<file path="src/rtl/phy_tx_idle_arbiter_pkg.sv">
// phy_pd_defs: shared encodings and default timing constants for the PD PHY tx idle arbiter.
// Contents: FSM state encoding, transmitter owner encoding, retry/backoff/IFG defaults,
// and the idle-detector period used for latency reasoning.
package phy_pd_defs;

    typedef enum logic [2:0] {
        ST_IDLE    = 3'd0,
        ST_CHECK   = 3'd1,
        ST_BACKOFF = 3'd2,
        ST_GRANT   = 3'd3,
        ST_IFG     = 3'd4
    } state_e;

    typedef enum logic {
        OWN_MSG  = 1'b0,
        OWN_HRST = 1'b1
    } owner_e;

    localparam int RETRY_MAX_DEF      = 3;
    localparam int BACKOFF_CYCLES_DEF = 16;
    localparam int IFG_CYCLES_DEF     = 8;
    localparam int CNT_W_DEF          = 5;
    // Counts of the external idle detector before it raises done.
    localparam int IDLE_DET_PERIOD    = 30;

endpackage

</file>
<file path="src/rtl/phy_tx_idle_arbiter_timer.sv">
// phy_tx_idle_timer: loadable down-counter with zero flag, shared by backoff and interframe gap.
// Ports:
//   clk        system clock
//   rst_n      asynchronous active-low reset
//   load_i     load load_val_i this cycle (overrides counting)
//   load_val_i value to load
//   zero_o     counter is zero
module phy_tx_idle_timer #(
    parameter int CNT_W = 5
) (
    input  logic             clk,
    input  logic             rst_n,
    input  logic             load_i,
    input  logic [CNT_W-1:0] load_val_i,
    output logic             zero_o
);

    logic [CNT_W-1:0] cnt_q;

    always_ff @(posedge clk or negedge rst_n) begin
        if (!rst_n) cnt_q <= '0;
        else if (load_i) cnt_q <= load_val_i;
        else if (cnt_q != '0) cnt_q <= cnt_q - 1'b1;
    end

    assign zero_o = (cnt_q == '0);

endmodule

</file>
<file path="src/rtl/phy_tx_idle_arbiter.sv">
// phy_tx_idle_arbiter: collision-avoidance sequencer arbitrating hard reset vs message tx.
// Ports:
//   clk, rst_n              clock, asynchronous active-low reset
//   req_msg, req_hrst       level requests (hard reset has priority)
//   idle_en                 enable for the external idle detector
//   idle_done, idle_result  detector completion and result (1 = line idle)
//   tx_done                 end-of-frame pulse from the transmitter
//   grant_msg, grant_hrst   level grants, mutually exclusive
//   tx_start                one-cycle pulse on grant entry
//   fail_msg                one-cycle pulse when message retries run out
//   arb_busy                high whenever the FSM is not idle
module phy_tx_idle_arbiter
    import phy_pd_defs::*;
#(
    parameter int RETRY_MAX      = RETRY_MAX_DEF,
    parameter int BACKOFF_CYCLES = BACKOFF_CYCLES_DEF,
    parameter int IFG_CYCLES     = IFG_CYCLES_DEF,
    parameter int CNT_W          = CNT_W_DEF
) (
    input  logic clk,
    input  logic rst_n,
    input  logic req_msg,
    input  logic req_hrst,
    output logic idle_en,
    input  logic idle_done,
    input  logic idle_result,
    input  logic tx_done,
    output logic grant_msg,
    output logic grant_hrst,
    output logic tx_start,
    output logic fail_msg,
    output logic arb_busy
);

    localparam int RW = $clog2(RETRY_MAX + 1);

    state_e           state_q;
    owner_e           owner_q;
    logic [RW-1:0]    retry_q;
    logic             idle_en_q, grant_msg_q, grant_hrst_q, tx_start_q, fail_msg_q, arb_busy_q;
    logic             own_req, chk_busy, msg_fail, tmr_load, tmr_zero;
    logic [CNT_W-1:0] tmr_val;

    // The current owner's request line; its withdrawal aborts CHECK/BACKOFF.
    assign own_req  = (owner_q == OWN_HRST) ? req_hrst : req_msg;
    assign chk_busy = (state_q == ST_CHECK) && own_req && idle_done && !idle_result;
    assign msg_fail = chk_busy && (owner_q == OWN_MSG) && (retry_q == RW'(RETRY_MAX - 1));
    assign tmr_load = (chk_busy && !msg_fail) || ((state_q == ST_GRANT) && tx_done);
    // Loaded with N-1 so the zero cycle is the last of N cycles in the state.
    assign tmr_val  = (state_q == ST_GRANT) ? CNT_W'(IFG_CYCLES - 1) : CNT_W'(BACKOFF_CYCLES - 1);

    phy_tx_idle_timer #(.CNT_W(CNT_W)) u_timer (
        .clk        (clk),
        .rst_n      (rst_n),
        .load_i     (tmr_load),
        .load_val_i (tmr_val),
        .zero_o     (tmr_zero)
    );

    always_ff @(posedge clk or negedge rst_n) begin
        if (!rst_n) begin
            state_q      <= ST_IDLE;
            owner_q      <= OWN_MSG;
            retry_q      <= '0;
            idle_en_q    <= 1'b0;
            grant_msg_q  <= 1'b0;
            grant_hrst_q <= 1'b0;
            tx_start_q   <= 1'b0;
            fail_msg_q   <= 1'b0;
            arb_busy_q   <= 1'b0;
        end else begin
            tx_start_q <= 1'b0;
            fail_msg_q <= 1'b0;
            case (state_q)
                ST_IDLE: begin
                    if (req_hrst || req_msg) begin
                        owner_q    <= req_hrst ? OWN_HRST : OWN_MSG;
                        state_q    <= ST_CHECK;
                        idle_en_q  <= 1'b1;
                        arb_busy_q <= 1'b1;
                    end
                end
                ST_CHECK: begin
                    if (!own_req) begin
                        state_q    <= ST_IDLE;
                        idle_en_q  <= 1'b0;
                        arb_busy_q <= 1'b0;
                        retry_q    <= '0;
                    end else if (idle_done) begin
                        idle_en_q <= 1'b0;
                        if (idle_result) begin
                            state_q      <= ST_GRANT;
                            grant_msg_q  <= (owner_q == OWN_MSG);
                            grant_hrst_q <= (owner_q == OWN_HRST);
                            tx_start_q   <= 1'b1;
                            retry_q      <= '0;
                        end else if (msg_fail) begin
                            state_q    <= ST_IDLE;
                            fail_msg_q <= 1'b1;
                            arb_busy_q <= 1'b0;
                            retry_q    <= '0;
                        end else begin
                            state_q <= ST_BACKOFF;
                            retry_q <= (retry_q == {RW{1'b1}}) ? retry_q : retry_q + 1'b1;
                        end
                    end
                end
                ST_BACKOFF: begin
                    if (!own_req) begin
                        state_q    <= ST_IDLE;
                        arb_busy_q <= 1'b0;
                        retry_q    <= '0;
                    end else if (tmr_zero) begin
                        state_q   <= ST_CHECK;
                        idle_en_q <= 1'b1;
                        // A pending hard reset takes over the next check with a fresh retry count.
                        if (owner_q == OWN_MSG && req_hrst) begin
                            owner_q <= OWN_HRST;
                            retry_q <= '0;
                        end
                    end
                end
                ST_GRANT: begin
                    if (tx_done) begin
                        state_q      <= ST_IFG;
                        grant_msg_q  <= 1'b0;
                        grant_hrst_q <= 1'b0;
                    end
                end
                ST_IFG: begin
                    if (tmr_zero) begin
                        state_q    <= ST_IDLE;
                        arb_busy_q <= 1'b0;
                    end
                end
                default: begin
                    state_q    <= ST_IDLE;
                    idle_en_q  <= 1'b0;
                    arb_busy_q <= 1'b0;
                end
            endcase
        end
    end

    assign idle_en    = idle_en_q;
    assign grant_msg  = grant_msg_q;
    assign grant_hrst = grant_hrst_q;
    assign tx_start   = tx_start_q;
    assign fail_msg   = fail_msg_q;
    assign arb_busy   = arb_busy_q;

endmodule

</file>
<file path="config.mk">
export PLATFORM = sky130hd
export DESIGN_NAME = phy_tx_idle_arbiter
export DESIGN_NICKNAME = d
export VERILOG_FILES = /design/src/rtl/phy_tx_idle_arbiter_pkg.sv /design/src/rtl/phy_tx_idle_arbiter_timer.sv /design/src/rtl/phy_tx_idle_arbiter.sv
export SDC_FILE = /design/constraint.sdc
export NUM_CORES = 1
export LEC_CHECK = 0
export CORE_ASPECT_RATIO = 0.8
export CORE_MARGIN = 1.5
export CORE_UTILIZATION = 35
export CTS_CLUSTER_SIZE = 30
export DETAILED_ROUTE_END_ITERATION = 12
export DONT_BUFFER_PORTS = 1
export GPL_ROUTABILITY_DRIVEN = 0
export GPL_TIMING_DRIVEN = 0
export HOLD_SLACK_MARGIN = 0.06
export SLEW_MARGIN = 20
export SYNTH_ARGS = -nofsm -noshare
export SYNTH_HDL_FRONTEND = slang
export SYNTH_SLANG_ARGS = --single-unit
</file>
<file path="constraint.sdc">
create_clock -name clk -period 4.2 [get_ports clk]
set_clock_uncertainty 0.2 [all_clocks]
set_input_delay 0.84 -clock clk [delete_from_list [all_inputs] [get_ports clk]]
set_output_delay 0.84 -clock clk [all_outputs]
set_load 0.01 [all_outputs]
</file>
==> Implementation_results.wiki, run 1 <==
{| class="wikitable"
! Metric !! Value
|-
| Yosys warning count || 0
|-
| Starting utilization of the core area || 37.64%
|-
| Syn Nets || 133
|-
| Total global routing track utilization || 16.72%
|-
| Leading area contributor after synthesis || sky130_fd_sc_hd__dfrtp_1
|-
| Root Buffer Master || sky130_fd_sc_hd__clkbuf_8
|-
| Type of the most critical hold path || in -> async
|-
| Crit Reg-Reg Startpoint || u_timer.cnt_q[0]
|-
| Total number of placement rows || 17
|-
| Hold slack final || ~0.077 ns
|-
| Met1 wire length || between 1000 and 1500 um
|-
| Maximum level of the CTS H-tree || 1
|-
| Post-detailed-route DRC marker count || 0
|-
| Delay of the slowest cell on the worst path || about 0.58 ns
|-
| Layout cell share with drive strength beyond 1 || under 10%
|-
| Critical R2R Capture || retry_q[1]
|-
| Sequential fraction of the synthesis area || about two fifths
|-
| Worst Path Max Fanout || 7
|-
| Horizontal die dimension || 64.67 um
|-
| Count of mapped cells out of synthesis || roughly 120
|-
| Number of buffers inserted during clock tree synthesis || 3
|-
| Worst path required time || about 4.1 ns
|-
| Area Growth Syn to Fin || 9.636%
|-
| Synth Flop Type || sky130_fd_sc_hd__dfrtp_1
|-
| Met2 Routed Length || approximately 1200 um
|-
| Slew of the pin with the lowest slew margin || around 0.83 ns
|-
| Die ar. || 3384 um2
|-
| List of most frequent post-synthesis cells || sky130_fd_sc_hd__dfrtp_1, sky130_fd_sc_hd__o21ai_0, sky130_fd_sc_hd__nand2_1, sky130_fd_sc_hd__nor2_1, sky130_fd_sc_hd__nor2b_1
|-
| Final cell count without fillers || 167
|-
| Most common cell on crit path || sky130_fd_sc_hd__o31ai_1
|-
| Maximum vdd ir drop || ~0.23 mV
|-
| Critical path type || reg -> reg
|-
| Diode insertion count for antenna repair || 0
|-
| Vias || 948
|-
| P per Cell Area || approximately 710 nW/um2
|-
| TritonCTS Sinks || 17
|-
| Clock tree from TritonCTS || yes
|-
| Highest attainable clock frequency || 0.3773 GHz
|-
| Number of detailed-route iterations in the first pass || 4
|-
| Max Cap Viol || 0
|-
| Die H || between 50 and 60 um
|-
| Number of global-route vias before repair || between 800 and 900
|-
| Postcts setup bufs || 0
|-
| Ports placed on the boundary || 13
|-
| Clock latency on the worst-skew pair || between 0.2 and 0.3 ns
|-
| Post-DR vias/cell || around 5.7
|-
| Total placed cells including tap cells || 162
|-
| Leakage dissipation || roughly 0.49 nW
|-
| Worst EP arrival || 2.57 ns
|-
| Detailed Route WL || roughly 2500 um
|-
| Share of Yosys cell area claimed by the top area cell type || roughly 40%
|-
| Maximum number of pins on one net before global-route repair || 18
|-
| Total of flip-flops plus latches after synthesis || 17
|-
| Net count reported at finish || approximately 140
|-
| Startpoint type of the worst setup path || flop
|-
| CP Capture Type || flop
|-
| Max Buffers Root-to-Sink || 2
|-
| Post-DP HPWL || 1862 um
|-
| R2R cell count || 8
|-
| Number of violations reported at the end of detailed-routing iteration 0 || 47
|-
| Initial antenna violation count || 0
|-
| Detailed-route wire length per cell || 15.14 um
|-
| Final global-route overflow total || 0
|-
| Cells traversed along the worst timing path || inv_1 -> ha_1 -> or4b_2 -> clkbuf_1 -> a41oi_1 -> o21ai_0 -> o31ai_1 -> o31ai_1
|-
| Highest metal layer with signal wires || met3
|-
| Fill count || 290
|-
| Post-synth EDFFs || 0
|-
| Post-route antenna net violation count || 0
|-
| Total of endpoints with negative setup slack in the final report || 0
|-
| Distinct cell type count after synthesis || 37
|-
| Hold violation total from the final report || 0
|-
| Wire length of the first global-routing pass || about 4200 um
|-
| PostCTS Resize Cnt || 0
|-
| Internal reg-to-reg setup slack || roughly 1.5 ns
|-
| Post-route fraction of the period consumed by the critical path || between 60% and 70%
|-
| Core footprint || between 2000 and 3000 um2
|-
| Final critical-path required period || 2.650 ns
|-
| Fraction of registers with async set or reset after synthesis || 100.0%
|-
| Result of the run || finished clean
|-
| Unrepaired setup endpoints after global routing || false
|-
| Worst slew slack as a fraction of its limit || a little over two fifths
|-
| Max stage delay cell, worst path || sky130_fd_sc_hd__or4b_2
|-
| Setup TNS Final || 0 ns
|-
| DR WL met3 || between 100 and 150 um
|-
| Top cells by area in the synthesized netlist || sky130_fd_sc_hd__dfrtp_1, sky130_fd_sc_hd__o21ai_0, sky130_fd_sc_hd__nor2b_1
|-
| Final max-slew violation count || 0
|-
| Post-CTS clock slew at the launch and capture registers of the worst setup and hold paths || around 0.070 ns
|-
| Synthesized area per cell || between 8 and 9 um2
|-
| Netlist area before placement || between 1000 and 1500 um2
|-
| IO buf count || 0
|}
state kept, by name (all words and copies together), names as in the netlist:
signal / flops
fail_msg: 1
grant_msg: 1
retry_q: 2
tx_start: 1
arb_busy: 1
owner_q: 1
grant_hrst: 1
idle_en: 1
u_timer.cnt_q: 5
state_q: 3
per-layer routing:
metal	up-vias	track usage, %
li1	458	-
met1	464	21.47
met2	26	27.78
met3	0	6.237
met4	0	2.128
met5	-	0
cell usage in the layout, fill, tap and decap left out, types with 2 or more instances in the layout:
master	count
sky130_fd_sc_hd__a21oi_1	4
sky130_fd_sc_hd__a22oi_1	2
sky130_fd_sc_hd__clkbuf_1	5
sky130_fd_sc_hd__clkbuf_8	3
sky130_fd_sc_hd__dfrtp_1	17
sky130_fd_sc_hd__ha_1	2
sky130_fd_sc_hd__inv_1	3
sky130_fd_sc_hd__nand2_1	11
sky130_fd_sc_hd__nand2b_1	5
sky130_fd_sc_hd__nand3_1	6
sky130_fd_sc_hd__nor2_1	11
sky130_fd_sc_hd__nor2b_1	7
sky130_fd_sc_hd__nor3_1	4
sky130_fd_sc_hd__nor3b_1	2
sky130_fd_sc_hd__nor4b_1	2
sky130_fd_sc_hd__o21ai_0	17
sky130_fd_sc_hd__o31ai_1	4
sky130_fd_sc_hd__or3_1	3
how the worst max path moves through the flow:
stage	cells after the start	slack, ns	startpoint	endpoint
after floorplan	6	1.67	req_msg	u_timer.cnt_q[4]
after global placement	6	1.58	req_msg	u_timer.cnt_q[4]
after detailed placement	8	1.55	u_timer.cnt_q[0]	retry_q[1]
after CTS	8	1.54	u_timer.cnt_q[0]	retry_q[1]
after global routing	8	1.41	u_timer.cnt_q[0]	retry_q[1]
final	8	1.55	u_timer.cnt_q[0]	retry_q[1]
cell families (layout without fill, tap and decap cells):
| kind of cell | after synthesis | after routing | share of synthesized area (%) |
|---|---|---|---|
| mux | 2 | 2 | 2.350 |
| fa+ha+maj | 2 | 2 | 2.350 |
| flops | 17 | 17 | 39.95 |
| xor+xnor | 2 | 2 | 1.645 |
| simple gates | 57 | 57 | 29.50 |
| compound gates | 35 | 35 | 20.56 |
| buf+inv | 9 | 14 | 3.642 |
cell type report:
| class | instances | area [um2] | area share, % |
|---|---|---|---|
| inverter | 3 | 11.26 | 0.9646 |
| tap | 38 | 47.55 | 4.073 |
| sequential | 17 | 425.4 | 36.44 |
| clock buffer | 4 | 45.04 | 3.859 |
| multi-input combinational | 98 | 600.6 | 51.45 |
| timing repair buffer | 1 | 10.01 | 0.8574 |
| buffer | 6 | 27.53 | 2.358 |
where the power goes:
| group | total [mW] | switching, mW | internal, mW |
|---|---|---|---|
| clock | 0.122 | 0.0548 | 0.0673 |
| combinational | 0.400 | 0.226 | 0.174 |
| sequential | 0.310 | 0.0747 | 0.235 |
metrics by stage:
stage	setup slack (ns)	cell area (um2)	utilization, %	power (mW)
6_report	1.550	1167	41.26	0.8323
5_1_grt	1.405	1167	41.26	0.9170
4_1_cts	1.543	1157	40.91	0.8336
3_5_place_dp	1.552	1112	39.32	0.7047
3_3_place_gp	1.581	1112	39.32	0.6953
2_1_floorplan	1.673	1065	-	0.6167
worst max-delay path: cells and delay by family, from the launching register on:
| kind | cells | cell delay, ns |
|---|---|---|
| AOI/OAI and AO/OA | 4 | 0.86 |
| and+or+nand+nor | 1 | 0.58 |
| DFF | 1 | 0.39 |
| buffers and inverters | 2 | 0.31 |
| adders and majority gates | 1 | 0.19 |
what timing repair did:
action / 4_1_cts / 5_1_grt
hold buffers: 0 / 1
hold endpoints to repair: 0 / 9
setup endpoints to repair: 0 / 0
(Power assumes the default switching activity.)
==> run 2: changes to the inputs <==
==> constraint.sdc (replaced) <==
create_clock -name clk -period 2.3 [get_ports clk]
set_clock_uncertainty 0.2 [all_clocks]
set_input_delay 0.46 -clock clk [delete_from_list [all_inputs] [get_ports clk]]
set_output_delay 0.46 -clock clk [all_outputs]
set_load 0.01 [all_outputs]
==> run 2 against run 1 <==
  * Sequential share of layout area decreased by 2.2 points
  * Clock power increased by 83%
  * Critical path depth decreased by 2
  * Sequential power increased by 86%
  * Utilization increased by 2.7 points
  * Register-to-register slack got worse by 1.5 ns
  * Total power increased by 98%
  * Wire length increased by 5.1%
  * Combinational power increased by 110%
  * Die area unchanged
  * Critical path type unchanged
==> Implementation_results.wiki, run 2 (synthesized netlist as in run 1, its figures left out) <==
{| class="wikitable"
! Metric !! Value
|-
| Most frequent standard cell in the layout excluding fill and tap cells || sky130_fd_sc_hd__dfrtp_1
|-
| Leakage dissipation || between 0.5 and 0.6 nW
|-
| CP Capture Type || flop
|-
| Hold violation total from the final report || 0
|-
| Clock tree from TritonCTS || yes
|-
| Max Cap Viol || 0
|-
| Unrepaired setup endpoints after global routing || false
|-
| TritonCTS Sinks || 17
|-
| Slew of the pin with the lowest slew margin || around 0.85 ns
|-
| Setup TNS Final || 0 ns
|-
| Most used cells in the layout excluding fill and tap cells || sky130_fd_sc_hd__dfrtp_1, sky130_fd_sc_hd__o21ai_0, sky130_fd_sc_hd__nor2_1, sky130_fd_sc_hd__nand2_1, sky130_fd_sc_hd__nor2b_1
|-
| Final global-route overflow total || 0
|-
| Top reg by flops || u_timer.cnt_q
|-
| Wire length of the first global-routing pass || ~4200 um
|-
| Crit Reg-Reg Startpoint || owner_q
|-
| Post-route antenna net violation count || 0
|-
| Max Buffers Root-to-Sink || 2
|-
| Post-CTS clock slew at the launch and capture registers of the worst setup and hold paths || 0.06 ns
|-
| Fin util || a little over two fifths
|-
| Max stage delay cell, worst path || sky130_fd_sc_hd__or4b_4
|-
| Net count reported at finish || approximately 140
|-
| Number of violations reported at the end of detailed-routing iteration 0 || 26
|-
| Delay of the slowest cell on the worst path || 0.56 ns
|-
| Detailed Route WL || roughly 2700 um
|-
| Post-DR vias/cell || ~5.7
|-
| Total placed cells including tap cells || between 150 and 200
|-
| Final critical-path required period || about 2.3 ns
|-
| Initial antenna violation count || 0
|-
| Fill count || around 270
|-
| Worst path required time || 2.24 ns
|-
| Area Growth Syn to Fin || 16.69%
|-
| IO buf count || 0
|-
| P per Cell Area || between 1000 and 1500 nW/um2
|-
| Total of endpoints with negative setup slack in the final report || 0
|-
| Die ar. || 3384 um2
|-
| Die H || 52.34 um
|-
| Final cell count without fillers || roughly 170
|-
| Core footprint || 2829 um2
|-
| Hold slack final || between 0.15 and 0.2 ns
|-
| Startpoint type of the worst setup path || flop
|-
| Worst EP arrival || roughly 2.2 ns
|-
| Layout cell share with drive strength beyond 1 || roughly 15%
|-
| Diode insertion count for antenna repair || 0
|-
| Post-route fraction of the period consumed by the critical path || 98.93%
|-
| Ports placed on the boundary || 13
|-
| Type of the most critical hold path || in -> reg
|-
| Number of buffers inserted during clock tree synthesis || 3
|-
| Final max-slew violation count || 0
|-
| Placement Cell Area || approximately 1100 um2
|-
| Number of detailed-route iterations in the first pass || 4
|-
| Total number of placement rows || 17
|-
| Maximum number of pins on one net before global-route repair || 18
|-
| Post-route cell area || roughly 1200 um2
|-
| Root Buffer Master || sky130_fd_sc_hd__clkbuf_8
|-
| Number of global-route vias before repair || just under 900
|-
| Maximum level of the CTS H-tree || 1
|-
| Final Total Pwr || roughly 1.6 mW
|-
| Total global routing track utilization || 16.56%
|-
| Worst slew slack as a fraction of its limit || 42.56%
|-
| Vias || 976
|-
| Post-DP HPWL || 1870 um
|-
| Post-detailed-route DRC marker count || 0
|-
| Horizontal die dimension || between 60 and 70 um
|-
| Highest attainable clock frequency || ~0.44 GHz
|-
| Worst Path Max Fanout || 6
|-
| Detailed-route wire length per cell || ~16 um
|-
| Result of the run || finished clean
|-
| Placement Setup Slack || -0.2146 ns
|-
| Starting utilization of the core area || 37.64%
|-
| Cells traversed along the worst timing path || buf_6 -> mux2i_4 -> or3_4 -> or4b_4 -> and2_4 -> a21boi_1
|-
| Post-route worst setup slack || around 0.025 ns
|-
| Number of flip-flops in the largest register || 5
|-
| Clock latency on the worst-skew pair || around 0.25 ns
|-
| Critical path type || reg -> reg
|-
| Maximum vdd ir drop || between 0.4 and 0.5 mV
|-
| Hold Crit Start || req_hrst
|-
| Launching element of the worst setup path || owner_q
|-
| Biggest registers after layout || u_timer.cnt_q: 5 flops, state_q: 3 flops, retry_q: 2 flops
|}
run 2: final timing paths:
path,endpoint,slack [ns],cells past startpoint
max,u_timer.cnt_q[4],0.02,6
min,owner_q,0.17,2
max reg2reg,u_timer.cnt_q[4],0.02,6
min reg2reg,u_timer.cnt_q[1],0.36,2
max in group asynchronous,u_timer.cnt_q[4],0.88,1
min in group asynchronous,owner_q,0.53,1
run 2: per-layer routing:
layer  vias up  GRT usage, %  part of all wire [%]
met4         0         3.901                  0.45
met3         2         5.376                   5.0
met1       474         21.29                    47
met5         -             0                     0
li1        471             -                     -
met2        29         27.26                    47
run 2: worst max-delay path: cells and delay by family (launching register included):
| kind | cells | cell delay (ns) |
|---|---|---|
| AND/OR/NAND/NOR | 3 | 1.14 |
| flip-flops | 1 | 0.37 |
| multiplexers | 1 | 0.20 |
| buffers and inverters | 1 | 0.13 |
| AO/OA/AOI/OAI | 1 | 0.12 |
run 2: area by class of cell:
cell class / count / area (um2) / share of cell area (%)
Sequential cell: 17 / 425.4 / 34.24
Multi-Input combinational cell: 98 / 635.6 / 51.16
Clock buffer: 4 / 45.04 / 3.625
Timing Repair Buffer: 7 / 55.05 / 4.431
Tap cell: 38 / 47.55 / 3.827
Buffer: 4 / 22.52 / 1.813
Inverter: 3 / 11.26 / 0.9063
run 2: where the power goes:
group          internal (mW)  leakage [nW]  total [mW]  switching [mW]
registers              0.430         0.207       0.577           0.147
logic                  0.395         0.291       0.849           0.454
clock network          0.123        0.0228       0.223          0.0998
run 2: timing repair:
item | in CTS | in global routing
endpoints found under the setup margin | 3 | 4
gates resized for setup | 5 | 2
hold buffers | 1 | 0
endpoints found under the hold margin | 17 | 0
setup buffers | 0 | 6
pin swaps | 1 | 5
